`src/rtl/mips_pkg.sv`:
```
// Shared encodings for the 8-bit multicycle MIPS control unit.
// MIPS_CTRL_ADDI_EN adds the ADDIEX/ADDIWR path for opcode 001000.
package mips_pkg;

   localparam int STATE_W = 4;

   localparam logic [5:0] OP_R    = 6'b000000;
   localparam logic [5:0] OP_LB   = 6'b100000;
   localparam logic [5:0] OP_SB   = 6'b101000;
   localparam logic [5:0] OP_BEQ  = 6'b000100;
   localparam logic [5:0] OP_J    = 6'b000010;
   localparam logic [5:0] OP_ADDI = 6'b001000;

   localparam logic [5:0] F_ADD = 6'b100000;
   localparam logic [5:0] F_SUB = 6'b100010;
   localparam logic [5:0] F_AND = 6'b100100;
   localparam logic [5:0] F_OR  = 6'b100101;
   localparam logic [5:0] F_SLT = 6'b101010;

   localparam logic [2:0] ALU_ADD = 3'b010;
   localparam logic [2:0] ALU_SUB = 3'b110;
   localparam logic [2:0] ALU_AND = 3'b000;
   localparam logic [2:0] ALU_OR  = 3'b001;
   localparam logic [2:0] ALU_SLT = 3'b111;

   localparam logic [1:0] ALUOP_ADD = 2'b00;
   localparam logic [1:0] ALUOP_SUB = 2'b01;
   localparam logic [1:0] ALUOP_FN  = 2'b10;

   typedef enum logic [STATE_W-1:0] {
      FETCH1  = 4'd0,
      FETCH2  = 4'd1,
      FETCH3  = 4'd2,
      FETCH4  = 4'd3,
      DECODE  = 4'd4,
      MEMADR  = 4'd5,
      LBRD    = 4'd6,
      LBWR    = 4'd7,
      SBWR    = 4'd8,
      RTYPEEX = 4'd9,
      RTYPEWR = 4'd10,
      BEQEX   = 4'd11,
      JEX     = 4'd12,
      ADDIEX  = 4'd13,
      ADDIWR  = 4'd14
   } state_t;

   typedef struct packed {
      logic       memread;
      logic       memwrite;
      logic       iord;
      logic [3:0] irwrite;
      logic       alusrca;
      logic [1:0] alusrcb;
      logic [1:0] aluop;
      logic [1:0] pcsrc;
      logic       pcwrite;
      logic       branch;
      logic       regwrite;
      logic       regdst;
      logic       memtoreg;
   } ctrl_t;

   function automatic logic is_legal(logic [5:0] op);
      logic ok;
      ok = (op == OP_R) || (op == OP_LB) || (op == OP_SB)
         || (op == OP_BEQ) || (op == OP_J);
`ifdef MIPS_CTRL_ADDI_EN
      ok = ok || (op == OP_ADDI);
`endif
      return ok;
   endfunction

   function automatic state_t next_state(state_t s, logic [5:0] op);
      state_t n;
      n = FETCH1;
      unique case (s)
         FETCH1:  n = FETCH2;
         FETCH2:  n = FETCH3;
         FETCH3:  n = FETCH4;
         FETCH4:  n = DECODE;
         DECODE: begin
            unique case (1'b1)
               (op == OP_LB) || (op == OP_SB): n = MEMADR;
               op == OP_R:   n = RTYPEEX;
               op == OP_BEQ: n = BEQEX;
               op == OP_J:   n = JEX;
`ifdef MIPS_CTRL_ADDI_EN
               op == OP_ADDI: n = ADDIEX;
`endif
               default: n = FETCH1;
            endcase
         end
         MEMADR:  n = (op == OP_LB) ? LBRD : SBWR;
         LBRD:    n = LBWR;
         RTYPEEX: n = RTYPEWR;
`ifdef MIPS_CTRL_ADDI_EN
         ADDIEX:  n = ADDIWR;
`endif
         default: n = FETCH1;
      endcase
      return n;
   endfunction

   function automatic ctrl_t decode(state_t s);
      ctrl_t c;
      c = '0;
      unique case (s)
         FETCH1, FETCH2, FETCH3, FETCH4: begin
            c.memread = 1'b1;
            c.irwrite = 4'b0001 << s[1:0];
            c.alusrcb = 2'b01;
            c.pcwrite = 1'b1;
         end
         DECODE: c.alusrcb = 2'b11;
         MEMADR: begin
            c.alusrca = 1'b1;
            c.alusrcb = 2'b10;
         end
         LBRD: begin
            c.memread = 1'b1;
            c.iord    = 1'b1;
         end
         LBWR: begin
            c.regwrite = 1'b1;
            c.memtoreg = 1'b1;
         end
         SBWR: begin
            c.memwrite = 1'b1;
            c.iord     = 1'b1;
         end
         RTYPEEX: begin
            c.alusrca = 1'b1;
            c.aluop   = ALUOP_FN;
         end
         RTYPEWR: begin
            c.regwrite = 1'b1;
            c.regdst   = 1'b1;
         end
         BEQEX: begin
            c.alusrca = 1'b1;
            c.aluop   = ALUOP_SUB;
            c.branch  = 1'b1;
            c.pcsrc   = 2'b01;
         end
         JEX: begin
            c.pcwrite = 1'b1;
            c.pcsrc   = 2'b10;
         end
`ifdef MIPS_CTRL_ADDI_EN
         ADDIEX: begin
            c.alusrca = 1'b1;
            c.alusrcb = 2'b10;
         end
         ADDIWR: c.regwrite = 1'b1;
`endif
         default: c = '0;
      endcase
      return c;
   endfunction

endpackage

```
`src/rtl/mips_controller_if.sv`:
```
// Control bundle between the MIPS controller and its datapath.
interface mips_controller_if;
   logic [5:0] op;
   logic [5:0] funct;
   logic       zero;
   logic       memread;
   logic       memwrite;
   logic       iord;
   logic [3:0] irwrite;
   logic       alusrca;
   logic [1:0] alusrcb;
   logic [2:0] alucontrol;
   logic [1:0] pcsrc;
   logic       pcen;
   logic       regwrite;
   logic       regdst;
   logic       memtoreg;
   logic       illegal_op;

   modport master (
      input  op, funct, zero,
      output memread, memwrite, iord, irwrite,
      output alusrca, alusrcb, alucontrol, pcsrc,
      output pcen, regwrite, regdst, memtoreg, illegal_op
   );

   modport slave (
      output op, funct, zero,
      input  memread, memwrite, iord, irwrite,
      input  alusrca, alusrcb, alucontrol, pcsrc,
      input  pcen, regwrite, regdst, memtoreg, illegal_op
   );
endinterface

```
`src/rtl/alu_decoder.sv`:
```
// ALU decoder: ALUOp plus R-type funct select the 3-bit ALU operation.
module alu_decoder
   import mips_pkg::*;
(
   input  logic [1:0] aluop,
   input  logic [5:0] funct,
   output logic [2:0] alucontrol
);
   always_comb begin
      alucontrol = ALU_ADD;
      unique case (1'b1)
         aluop == ALUOP_SUB:                  alucontrol = ALU_SUB;
         (aluop == ALUOP_FN) && (funct == F_SUB): alucontrol = ALU_SUB;
         (aluop == ALUOP_FN) && (funct == F_AND): alucontrol = ALU_AND;
         (aluop == ALUOP_FN) && (funct == F_OR):  alucontrol = ALU_OR;
         (aluop == ALUOP_FN) && (funct == F_SLT): alucontrol = ALU_SLT;
         default:                              alucontrol = ALU_ADD;
      endcase
   end
endmodule

```
`src/rtl/mips_controller.sv`:
```
// Multicycle Moore control FSM for the 8-bit MIPS datapath.
// MIPS_CTRL_ADDI_EN enables the ADDI execute/writeback states.
module mips_controller
   import mips_pkg::*;
#(
   parameter int STATE_W = 4
) (
   input  logic               clock,
   input  logic               reset_n,
   mips_controller_if.master  bus
);
   logic [STATE_W-1:0] st;
   state_t             cur;
   state_t             nxt;
   ctrl_t              ctl;
   logic [2:0]         aluctl;

   assign cur = state_t'(st);
   assign nxt = next_state(cur, bus.op);

   // Control word is registered alongside the state, so it always matches cur.
   always_ff @(posedge clock) begin
      if (!reset_n) begin
         st  <= STATE_W'(FETCH1);
         ctl <= decode(FETCH1);
      end else begin
         st  <= STATE_W'(nxt);
         ctl <= decode(nxt);
      end
   end

   alu_decoder u_alu_decoder (
      .aluop      (ctl.aluop),
      .funct      (bus.funct),
      .alucontrol (aluctl)
   );

   assign bus.memread    = ctl.memread;
   assign bus.iord       = ctl.iord;
   assign bus.alusrca    = ctl.alusrca;
   assign bus.alusrcb    = ctl.alusrcb;
   assign bus.alucontrol = aluctl;
   assign bus.pcsrc      = ctl.pcsrc;
   assign bus.regdst     = ctl.regdst;
   assign bus.memtoreg   = ctl.memtoreg;

   // Side-effecting strobes are held off for the whole reset window.
   assign bus.memwrite   = reset_n & ctl.memwrite;
   assign bus.regwrite   = reset_n & ctl.regwrite;
   assign bus.irwrite    = ctl.irwrite & {4{reset_n}};
   assign bus.pcen       = reset_n
                         & (ctl.pcwrite | (ctl.branch & bus.zero));
   assign bus.illegal_op = reset_n & (cur == DECODE)
                         & ~is_legal(bus.op);
endmodule

```
`src/flat_wrapper.sv`:
```
// flat-port wrapper written by rule: the top's interface ports become plain ports
module mips_controller_flat import mips_pkg::*;
#(
   parameter int STATE_W = 4
)
  (clock, reset_n, bus_op, bus_funct, bus_zero, bus_memread, bus_memwrite, bus_iord, bus_irwrite, bus_alusrca, bus_alusrcb, bus_alucontrol, bus_pcsrc, bus_pcen, bus_regwrite, bus_regdst, bus_memtoreg, bus_illegal_op);
  mips_controller_if bus_i ();
  input  logic clock;
  input  logic reset_n;
  input wire logic [$bits(bus_i.op)-1:0] bus_op;
  input wire logic [$bits(bus_i.funct)-1:0] bus_funct;
  input wire logic [$bits(bus_i.zero)-1:0] bus_zero;
  output wire logic [$bits(bus_i.memread)-1:0] bus_memread;
  output wire logic [$bits(bus_i.memwrite)-1:0] bus_memwrite;
  output wire logic [$bits(bus_i.iord)-1:0] bus_iord;
  output wire logic [$bits(bus_i.irwrite)-1:0] bus_irwrite;
  output wire logic [$bits(bus_i.alusrca)-1:0] bus_alusrca;
  output wire logic [$bits(bus_i.alusrcb)-1:0] bus_alusrcb;
  output wire logic [$bits(bus_i.alucontrol)-1:0] bus_alucontrol;
  output wire logic [$bits(bus_i.pcsrc)-1:0] bus_pcsrc;
  output wire logic [$bits(bus_i.pcen)-1:0] bus_pcen;
  output wire logic [$bits(bus_i.regwrite)-1:0] bus_regwrite;
  output wire logic [$bits(bus_i.regdst)-1:0] bus_regdst;
  output wire logic [$bits(bus_i.memtoreg)-1:0] bus_memtoreg;
  output wire logic [$bits(bus_i.illegal_op)-1:0] bus_illegal_op;
  assign bus_i.op = bus_op;
  assign bus_i.funct = bus_funct;
  assign bus_i.zero = bus_zero;
  assign bus_memread = bus_i.memread;
  assign bus_memwrite = bus_i.memwrite;
  assign bus_iord = bus_i.iord;
  assign bus_irwrite = bus_i.irwrite;
  assign bus_alusrca = bus_i.alusrca;
  assign bus_alusrcb = bus_i.alusrcb;
  assign bus_alucontrol = bus_i.alucontrol;
  assign bus_pcsrc = bus_i.pcsrc;
  assign bus_pcen = bus_i.pcen;
  assign bus_regwrite = bus_i.regwrite;
  assign bus_regdst = bus_i.regdst;
  assign bus_memtoreg = bus_i.memtoreg;
  assign bus_illegal_op = bus_i.illegal_op;
  mips_controller #(.STATE_W(STATE_W)) u_core (.clock(clock), .reset_n(reset_n), .bus(bus_i));
endmodule
```
`config.mk`:
```
export PLATFORM = sky130hd
export DESIGN_NAME = mips_controller_flat
export DESIGN_NICKNAME = d
export VERILOG_FILES = /design/src/rtl/mips_pkg.sv /design/src/rtl/mips_controller_if.sv /design/src/rtl/alu_decoder.sv /design/src/rtl/mips_controller.sv /design/src/flat_wrapper.sv
export SDC_FILE = /design/constraint.sdc
export NUM_CORES = 1
export LEC_CHECK = 0
export CAP_MARGIN = 20
export CORE_MARGIN = 2
export CORE_UTILIZATION = 26
export DETAILED_ROUTE_END_ITERATION = 6
export HOLD_SLACK_MARGIN = 0.02
export SLEW_MARGIN = 10
export SYNTH_ARGS = -nofsm -noshare
export SYNTH_HDL_FRONTEND = slang
export SYNTH_SLANG_ARGS = --single-unit
```
`constraint.sdc`:
```
create_clock -name clock -period 1.5 [get_ports clock]
set_input_delay 0.225 -clock clock [delete_from_list [all_inputs] [get_ports clock]]
set_output_delay 0.225 -clock clock [all_outputs]
set_load 0.1 [all_outputs]
```
==> flow_metrics.py, run 1 <==
metrics = {
    "status": {
        "status": "finished, violations left",
        "violations": "setup timing",
    },
    "logic_synthesis": {
        "syn_area_mm2": 0.001140,
        "synth_flop_cell": "dfxtp_1",
        "ys_warn_count": 0,
        "synthCells": 124,
        "synth-edff-count": 0,
        "synthArstFlopShare_pct": 0,
        "synth_nets": 139,
        "synth_cell_type_count": 40,
        "synth_seq_cells": 23,
        "ys_seq_area_share_pct": 40.40,
        "synth_area_per_cell_um2": 9.192,
    },
    "critical_path": {
        "r2r_slack_ns": -0.08,
        "cp.required_ns": 1.27,
        "cp_max_fo": 5,
        "startpoint_type": "flop",
        "cp.arrival_ns": 1.39,
        "cp-end-kind": "primary output",
        "max_stage_delay_ns": 0.37,
        "cp_slowest_cell": "dfxtp_4",
        "setup.worst_path.class": "reg -> out",
        "path_cells": "buf_4 > nor3_4 > nand2_2 > a21oi_4 > buf_12",
    },
    "cells_and_area": {
        "diodes": 0,
        "area_growth_pct": 84.52,
        "layout-drive-gt1-share_pct": 52.69,
        "fillerInstances": 396,
        "final_cell_mix": "31 x buf_4, 20 x buf_12, 18 x dfxtp_1, 9 x nor2_1",
        "final_common_cell": "buf_4",
        "nets": 202,
        "stdcell_count": 238,
    },
    "clock_tree": {
        "cts_htree_levels": 1,
        "cts_made_buffers": 3,
        "clk_path_buf_depth": 2,
        "path_clk_slew_ns": 0.07,
        "cts-root-buf": "clkbuf_8",
        "cts_tree": "built",
        "clock_latency_ns": 0.26,
        "ctsHoldBuffers": 0,
        "cts.sinks": 23,
    },
    "detailed_routing": {
        "routed_via_density": 4.807,
        "wl_per_cell_um": 12.73,
        "drt-initial-drc-count": 24,
        "firstDrtPassIters": 4,
        "totalWireLength_um": 3029,
        "drc_errors": 0,
        "antenna_left": 0,
        "vias": 1144,
    },
    "timing": {
        "setup_viol": 18,
        "clock.fmax_ghz": 0.6201,
        "finalWorstSetupSlack_ns": -0.1126,
        "hold_viol_final": 0,
        "rsz0062_at_grt": "yes",
        "period_needed_ns": 1.613,
        "slew_headroom_pct": 79.26,
        "finalMaxSlewViolations": 0,
        "finalSetupTns_ns": -0.8706,
        "tightest_slew_ns": 0.3070,
        "fin_crit_sh_pct": 107.5,
        "final.setup_skew_ns": 0.002925,
    },
    "run": {
        "cap_violations": 0,
    },
    "power": {
        "p_per_area_mw_per_mm2": 624.2,
        "cellLeakagePower_nw": 0.8594,
        "ir_worst_vdd_mv": 0.3730,
    },
    "die": {
        "io_pins": 35,
        "die_area_mm2": 0.004929,
        "row_count": 24,
        "die-height_um": 70.21,
        "die_width_um": 70.21,
        "start_util_pct": 26.54,
        "coreArea_mm2": 0.004294,
    },
    "placed_design": {
        "io_buffers": 34,
        "dp_cells": 225,
        "hpwl_um": 2347,
        "gp_congestion": 0.8273,
    },
    "global_routing": {
        "grt_usage_pct": 12.52,
        "antenna_found_initial": 0,
        "grt_overflow": 0,
        "grt_pass1_wl_um": 4974,
        "grt_pass1_vias": 1145,
        "grt_start_max_net_pins": 13,
    },
    "worst_hold_path": {
        "hp-class": "in -> reg",
    },
}
-- report_power, final --
part	switching [mW]	internal, mW
sequential	0.00793	0.619
clock	0.173	0.189
combinational	0.181	0.142
-- cell type report --
cell class | count | area, um^2 | share of cell area (%)
timing repair buffer | 68 | 784.5 | 37.30
multi-input combinational | 86 | 713.2 | 33.91
tap | 52 | 65.06 | 3.093
clock buffer | 4 | 45.04 | 2.142
sequential | 23 | 476.7 | 22.67
inverter | 5 | 18.77 | 0.8923
-- cell families after synthesis --
kind of cell | count (synthesis) | synth area share (%)
AOI/OAI and AO/OA | 21 | 18.11
xor gates and xnor gates | 2 | 1.537
buffers and inverters | 15 | 8.123
DFF | 23 | 40.40
muxes | 1 | 0.8782
and+or+nand+nor | 62 | 30.95
-- per-stage QoR --
stage	hold WS (ns)	util (%)	setup slack [ns]	cell area [um^2]	power, mW
2_1_floorplan	0.3541	-	-0.07738	1190	0.7953
3_3_place_gp	0.5797	44.38	-0.5008	1906	0.9429
3_5_place_dp	0.5703	44.38	-0.6272	1906	0.9499
4_1_cts	0.5273	47.58	-0.1225	2043	1.312
5_1_grt	0.5421	48.98	-0.1694	2103	1.375
6_report	0.5348	48.98	-0.1126	2103	1.313
-- synth_stat cells, types with 2 or more instances --
| cell type | count | share of area (%) |
|---|---|---|
| and2_1 | 6 | 3.3 |
| buf_2 | 2 | 0.88 |
| inv_1 | 5 | 1.6 |
| nor2_1 | 12 | 4.0 |
| nor2b_1 | 2 | 1.1 |
| nor3_1 | 10 | 4.4 |
| o21ai_1 | 2 | 0.88 |
| dfxtp_1 | 23 | 40 |
| nand2_1 | 12 | 4.0 |
| nand3_1 | 3 | 1.3 |
| or2_2 | 2 | 1.1 |
| nand2b_1 | 5 | 2.7 |
| buf_6 | 2 | 2.0 |
| buf_4 | 5 | 3.3 |
| nand4_1 | 3 | 1.6 |
| a21oi_1 | 5 | 2.2 |
| nor3b_1 | 2 | 1.3 |
-- critical path: cells and delay by family (launching register included) --
kind | cells | cell delay (ns)
compound gates | 1 | 0.13
buf+inv | 2 | 0.32
flops | 1 | 0.37
simple gates | 2 | 0.30
-- what timing repair did --
item,4_1_cts,5_1_grt
pin swaps,11,8
endpoints found under the setup margin,33,26
gates resized for setup,28,23
setup buffers,6,3
-- worst paths after layout --
kind,start,endpoint,cells past startpoint
setup / recovery,u_core.cur[0],bus_illegal_op,5
hold / removal,reset_n,u_core.ctl[12],3
setup reg to reg,u_core.cur[0],u_core.ctl[2],7
hold reg to reg,u_core.cur[2],u_core.bus.alusrcb[0],1
-- sequential cells by signal (all words and copies together) (netlist names) --
register,flops
u_core.cur,4
u_core.bus.pcsrc,2
u_core.bus.regdst,1
u_core.bus.memtoreg,1
u_core.ctl,10
u_core.bus.alusrca,1
u_core.bus.iord,1
u_core.bus.alusrcb,2
u_core.bus.memread,1
-- routing by layer --
metal | up-vias | global-route usage (%) | share of wire [%]
li1 | 557 | - | -
met1 | 550 | 14.20 | 42
met2 | 33 | 22.43 | 52
met3 | 4 | 4.329 | 5.6
met4 | 0 | 2.991 | 0.76
met5 | - | 0 | 0
No activity file was read; power rests on OpenSTA's default activity.
==> inputs of run 2 (changes only) <==
--- a/config.mk
+++ b/config.mk
@@ -5,12 +5,13 @@
 export SDC_FILE = /design/constraint.sdc
 export NUM_CORES = 1
 export LEC_CHECK = 0
+export ABC_AREA = 1
 export CAP_MARGIN = 20
 export CORE_MARGIN = 2
 export CORE_UTILIZATION = 26
 export DETAILED_ROUTE_END_ITERATION = 6
 export HOLD_SLACK_MARGIN = 0.02
-export SLEW_MARGIN = 10
+export SLEW_MARGIN = 20
 export SYNTH_ARGS = -nofsm -noshare
 export SYNTH_HDL_FRONTEND = slang
 export SYNTH_SLANG_ARGS = --single-unit
==> run 2 against run 1 <==
  * The flow still finishes with violations (setup timing)
  * Design area down 5.1%
  * Clock power up 6.4%
  * First-iteration DRC count down 25%
  * Combinational power up 9.3%
  * Worst hold slack better by 0.031 ns
  * Clock skew up 0.00051 ns
  * Wire length down 13%
  * Sequential share of layout area up 0.83 points
  * Sequential cell count unchanged
  * Worst setup slack worse by 0.026 ns
==> flow_metrics.py, run 2 <==
metrics = {
    "clock_tree": {
        "path_clk_slew_ns": 0.08,
        "cts_tree": "built",
        "cts_htree_levels": 1,
        "cts.sinks": 23,
        "clock_latency_ns": 0.26,
        "cts_made_buffers": 3,
        "clk_path_buf_depth": 2,
        "cts-root-buf": "clkbuf_8",
    },
    "global_routing": {
        "antenna_found_initial": 0,
        "grt_overflow": 0,
        "grt_start_max_net_pins": 14,
        "grt_pass1_wl_um": 4360,
        "grt_usage_pct": 11.15,
        "grt_pass1_vias": 1027,
    },
    "power": {
        "ir_worst_vdd_mv": 0.3693,
        "cellLeakagePower_nw": 0.9444,
        "p_per_area_mw_per_mm2": 694.0,
    },
    "timing": {
        "finalSetupTns_ns": -0.3454,
        "tightest_slew_ns": 0.3243,
        "fin_crit_sh_pct": 109.3,
        "slew_headroom_pct": 78.15,
        "final.setup_skew_ns": 0.003431,
        "hold_viol_final": 0,
        "finalMaxSlewViolations": 0,
        "period_needed_ns": 1.639,
        "clock.fmax_ghz": 0.6101,
        "rsz0062_at_grt": "yes",
        "finalWorstSetupSlack_ns": -0.1390,
        "setup_viol": 3,
    },
    "die": {
        "io_pins": 35,
        "die_width_um": 69.74,
        "start_util_pct": 27.50,
        "row_count": 23,
        "die-height_um": 69.74,
        "coreArea_mm2": 0.004086,
        "die_area_mm2": 0.004863,
    },
    "cells_and_area": {
        "nets": 226,
        "seq_area_um2": 469.2,
        "largest_reg_flops": 10,
        "stdcell_count": 260,
        "final_common_cell": "nand2_1",
        "fillerInstances": 406,
        "final_cell_mix": "26 x nand2_1, 23 x nor2_1, 20 x inv_1, 20 x buf_12, 18 x dfxtp_1",
        "regMostFlops": "u_core.ctl",
        "diodes": 0,
        "fin_util_pct": 48.87,
        "layout-drive-gt1-share_pct": 46.67,
        "multi_input_comb_area_um2": 653.1,
        "area_growth_pct": 77.73,
    },
    "placed_design": {
        "hpwl_um": 1957,
        "dp_cells": 251,
        "io_buffers": 34,
        "gp_congestion": 0.8075,
    },
    "logic_synthesis": {
        "ys_warn_count": 0,
        "syn_area_mm2": 0.001124,
        "synthTopCellsByArea": "dfxtp_1 41%, nand2_1 11%, nor2_1 9.4%",
        "synthArstFlopShare_pct": 0,
        "ys_seq_area_share_pct": 40.98,
        "synth_common_cells": "34 x nand2_1, 28 x nor2_1, 23 x dfxtp_1, 23 x inv_1, 9 x nand3_1",
        "synth_nets": 177,
        "synth_area_leader_cell": "dfxtp_1",
        "synthCells": 162,
        "synth_top_area_share_pct": 40.98,
        "synth_seq_cells": 23,
        "synth_cell_type_count": 22,
        "synth.most_common_cell": "nand2_1",
        "synth_flop_cell": "dfxtp_1",
        "synth-edff-count": 0,
        "synth_area_per_cell_um2": 6.936,
    },
    "critical_path": {
        "cp.arrival_ns": 1.41,
        "cp.required_ns": 1.27,
        "max_stage_delay_ns": 0.32,
        "setup.worst_path.class": "reg -> out",
        "startpoint_type": "flop",
        "cp_slowest_cell": "dfxtp_2",
        "path_cells": "inv_2 > nand2_2 > nor3b_2 > nand4_1 > o22ai_4 > buf_12",
        "cp-end-kind": "primary output",
        "cp_max_fo": 2,
    },
    "run": {
        "cap_violations": 0,
    },
    "detailed_routing": {
        "antenna_left": 0,
        "totalWireLength_um": 2622,
        "wl_per_cell_um": 10.08,
        "drt-initial-drc-count": 18,
        "drc_errors": 0,
        "routed_via_density": 4.250,
        "firstDrtPassIters": 4,
        "vias": 1105,
    },
    "worst_hold_path": {
        "hp-class": "in -> reg",
    },
    "status": {
        "status": "finished, violations left",
        "violations": "setup timing",
    },
}
[run 2: layout make-up]
type                    instances  share of cell area, %
well taps                      50                  3.133
inverters                      30                  5.764
repair buffers                 49                  32.58
flip-flops and latches         23                  23.50
clock buffers                   3                  2.068
clock inverters                 1                 0.2506
multi-input cells             104                  32.71
[run 2: final timing paths]
path	startpoint	endpoint	slack, ns	cells past startpoint
setup reg to reg	u_core.cur[3]	u_core.ctl[12]	0.05	10
setup / recovery	u_core.ctl[7]	bus_alucontrol[0]	-0.14	6
hold reg to reg	u_core.cur[3]	u_core.bus.alusrcb[0]	0.64	5
hold / removal	reset_n	u_core.ctl[12]	0.57	3
[run 2: kinds of logic (layout without fill, tap and decap cells)]
group,after synthesis,in the layout,synth area share (%)
AOI/OAI and AO/OA,7,7,3.229
and+or+nand+nor,97,97,42.65
buffers and inverters,35,83,13.14
DFF,23,23,40.98
[run 2: routing by layer]
layer  share of wire (%)  vias up  global-route usage (%)
met1                  45      488                   13.74
met4                0.50        0                   2.991
met3                 6.8        2                   3.924
li1                    -      577                       -
met5                   0        -                       0
met2                  48       38                   18.48
[run 2: report_power, final]
group | internal [mW] | switching (mW) | leakage, nW
Combinational | 0.133 | 0.220 | 0.729
Sequential | 0.631 | 0.0170 | 0.189
Clock | 0.185 | 0.199 | 0.0255
[run 2: critical path: cells and delay by family, from the launching register on]
kind | cells | cell delay (ns)
AOI/OAI and AO/OA | 1 | 0.18
and+or+nand+nor | 3 | 0.41
buffers and inverters | 2 | 0.25
DFF | 1 | 0.32
[run 2: repair_timing]
item / in CTS / in global routing
setup buffers: 4 / 1
hold buffers: 0 / 0
resized for setup: 22 / 18
pin swaps: 4 / 8
endpoints found under the setup margin: 10 / 10
[run 2: per-stage QoR]
stage / setup WS, ns / hold slack (ns) / instance area [um^2] / power, mW
6_report: -0.1390 / 0.5662 / 1997 / 1.386
5_1_grt: -0.2096 / 0.5918 / 1997 / 1.455
4_1_cts: -0.1783 / 0.5560 / 1932 / 1.385
3_5_place_dp: -0.2350 / 0.6324 / 1815 / 0.9952
3_3_place_gp: -0.1910 / 0.6282 / 1815 / 0.9927
2_1_floorplan: -1.273 / 0.3414 / 1172 / 0.8644
==> inputs of run 3 (changes only) <==
--- a/config.mk
+++ b/config.mk
@@ -14,4 +14,5 @@
 export SLEW_MARGIN = 20
 export SYNTH_ARGS = -nofsm -noshare
 export SYNTH_HDL_FRONTEND = slang
+export SYNTH_HIERARCHICAL = 1
 export SYNTH_SLANG_ARGS = --single-unit
==> run 3 against run 2 <==
  * The run still ends with setup timing left
  * Fmax rose by 5.5%
  * Worst setup slack improved by 0.085 ns
  * Global-route usage fell by 0.45 points
  * Design area shrank 0.81%
  * Clock power decreased by 4%
  * Cell count is 5.8% higher
==> flow_metrics.py, run 3 <==
metrics = {
    "clock_tree": {
        "cts_htree_levels": 1,
        "cts.sinks": 23,
        "clk_path_buf_depth": 2,
        "ctsHoldBuffers": 0,
        "cts-root-buf": "clkbuf_8",
        "cts_made_buffers": 3,
        "cts_tree": "built",
        "path_clk_slew_ns": 0.08,
        "clock_latency_ns": 0.26,
    },
    "timing": {
        "finalWorstSetupSlack_ns": -0.05420,
        "clock.fmax_ghz": 0.6434,
        "rsz0062_at_grt": "yes",
        "finalMaxSlewViolations": 0,
        "setup_viol": 1,
        "hold_slack_ns": 0.5031,
        "fin_crit_sh_pct": 103.6,
        "slew_headroom_pct": 82.72,
        "tightest_slew_ns": 0.2573,
        "hold_viol_final": 0,
        "finalSetupTns_ns": -0.05420,
        "period_needed_ns": 1.554,
        "final.setup_skew_ns": 0.003933,
    },
    "cells_and_area": {
        "final_common_cell": "nand2_1",
        "area_growth_pct": 67.69,
        "nets": 239,
        "regMostFlops": "u_core/ctl",
        "final_cell_mix": "43 x nand2_1, 26 x inv_1, 21 x buf_12, 21 x nor2_1, 18 x dfxtp_1",
        "stdcell_count": 275,
        "layout-drive-gt1-share_pct": 39.91,
        "largest_reg_flops": 10,
        "fillerInstances": 429,
        "fin_util_pct": 45.49,
        "diodes": 0,
    },
    "logic_synthesis": {
        "synth_cell_type_count": 22,
        "synth_area_leader_cell": "dfxtp_1",
        "synthCells": 177,
        "ys_warn_count": 6,
        "ys_seq_area_share_pct": 38.98,
        "synthTopCellsByArea": "dfxtp_1 39%, nand2_1 14%, inv_1 9.2%",
        "synth.most_common_cell": "nand2_1",
        "synth_top_area_share_pct": 38.98,
        "synth_nets": 192,
        "synth_flop_cell": "dfxtp_1",
        "synth_common_cells": "44 x nand2_1, 29 x inv_1, 25 x nor2_1",
        "synthArstFlopShare_pct": 0,
        "synth_area_per_cell_um2": 6.673,
        "syn_area_mm2": 0.001181,
        "synth-edff-count": 0,
        "synth_seq_cells": 23,
    },
    "critical_path": {
        "crit_end": "bus_illegal_op",
        "cp_max_fo": 2,
        "cp-end-kind": "primary output",
        "reg2reg_to": "u_core/cur[2]",
        "critPathLaunch": "u_core/cur[2]",
        "cp.required_ns": 1.27,
        "startpoint_type": "flop",
        "rr_startpoint": "u_core/cur[0]",
        "ff2ff_path_depth": 10,
        "cp.arrival_ns": 1.33,
        "r2r_slack_ns": 0.13,
        "setup.worst_path.class": "reg -> out",
    },
    "status": {
        "status": "finished, violations left",
        "violations": "setup timing",
    },
    "detailed_routing": {
        "firstDrtPassIters": 4,
        "drt-initial-drc-count": 32,
        "drc_errors": 0,
        "wl_per_cell_um": 9.309,
        "antenna_left": 0,
        "routed_via_density": 4.175,
        "totalWireLength_um": 2560,
        "vias": 1148,
    },
    "global_routing": {
        "grt_pass1_wl_um": 4457,
        "grt_overflow": 0,
        "grt_start_max_net_pins": 14,
        "antenna_found_initial": 0,
        "grt_usage_pct": 10.71,
        "grt_pass1_vias": 1079,
    },
    "die": {
        "io_pins": 35,
        "die-height_um": 71.40,
        "row_count": 24,
        "coreArea_mm2": 0.004354,
        "die_area_mm2": 0.005098,
        "start_util_pct": 27.13,
        "die_width_um": 71.40,
    },
    "placed_design": {
        "hpwl_um": 2053,
        "io_buffers": 34,
        "dp_cells": 266,
        "gp_congestion": 0.8477,
    },
    "power": {
        "p_per_area_mw_per_mm2": 704.3,
        "cellLeakagePower_nw": 0.9696,
        "ir_worst_vdd_mv": 0.3038,
    },
    "worst_hold_path": {
        "hp-start": "bus_op[3]",
        "hp-class": "in -> reg",
    },
    "run": {
        "cap_violations": 0,
    },
}
## run 3: cell count changes in the layout (fill, tap and decap cells not counted), sizes merged, moves of 2 or more
cell | previous run | this run
o21ai | 3 | 1
nand3 | 12 | 10
dlygate4sd2 | 8 | 12
nand2 | 43 | 56
clkdlybuf4s50 | 6 | 2
inv | 29 | 33
## run 3: metrics by stage
stage	total power [mW]	worst slack, ns	instance area, um^2
CTS	1.408	-0.05396	1959
global route	1.484	-0.1242	1981
finish	1.395	-0.05420	1981
floorplan	0.8926	-0.2536	1206
global placement	1.033	-0.2081	1853
detailed placement	1.037	-0.2324	1853
## run 3: cells by family (layout without fill, tap and decap cells)
family                 count (synthesis)  after routing  synth area share [%]
AND/OR/NAND/NOR                      110            110                 44.49
AO/OA/AOI/OAI                          5              5                 2.754
buffers and inverters                 39             85                 13.77
flip-flops                            23             23                 38.98
## run 3: area by class of cell
| class | count | area, um^2 | area share [%] |
|---|---|---|---|
| clock inverters | 1 | 5.005 | 0.2527 |
| multi-input cells | 115 | 631.9 | 31.90 |
| inverters | 33 | 123.9 | 6.254 |
| flip-flops and latches | 23 | 466.7 | 23.56 |
| repair buffers | 48 | 646.9 | 32.66 |
| well taps | 52 | 65.06 | 3.285 |
| clock buffers | 3 | 41.29 | 2.085 |
## run 3: worst min-delay path by stage
stage,to,slack [ns],cells after the start
floorplan,u_core/cur[3],0.34,2
global placement,u_core/bus.iord,0.51,2
detailed placement,u_core/bus.iord,0.51,2
CTS,u_core/bus.alusrca,0.49,4
global route,u_core/bus.alusrca,0.52,4
finish,u_core/bus.alusrca,0.50,4
## run 3: critical path, stage by stage, from the launching register on
cell,delay (ns)
dfxtp_2,0.34
inv_2,0.04
nor2_4,0.12
nand2_2,0.06
inv_2,0.06
nand3_2,0.09
nor3_4,0.15
buf_12,0.20
## run 3: timing repair
item | 4_1_cts | 5_1_grt
resized for setup | 25 | 7
setup endpoints to repair | 4 | 11
setup buffers | 5 | 0
pin swaps | 9 | 3
## run 3: layer usage
| metal | routed length, um | global-route usage [%] |
|---|---|---|
| met1 | 1152 | 13.22 |
| met3 | 145 | 2.813 |
| met2 | 1240 | 18.62 |
| met5 | 0 | 0 |
| met4 | 21 | 2.516 |
## run 3: power breakdown
group	total (mW)	switching, mW	internal [mW]
clock network	0.369	0.184	0.185
registers	0.650	0.0139	0.637
logic	0.376	0.234	0.142
total	1.40	0.432	0.963
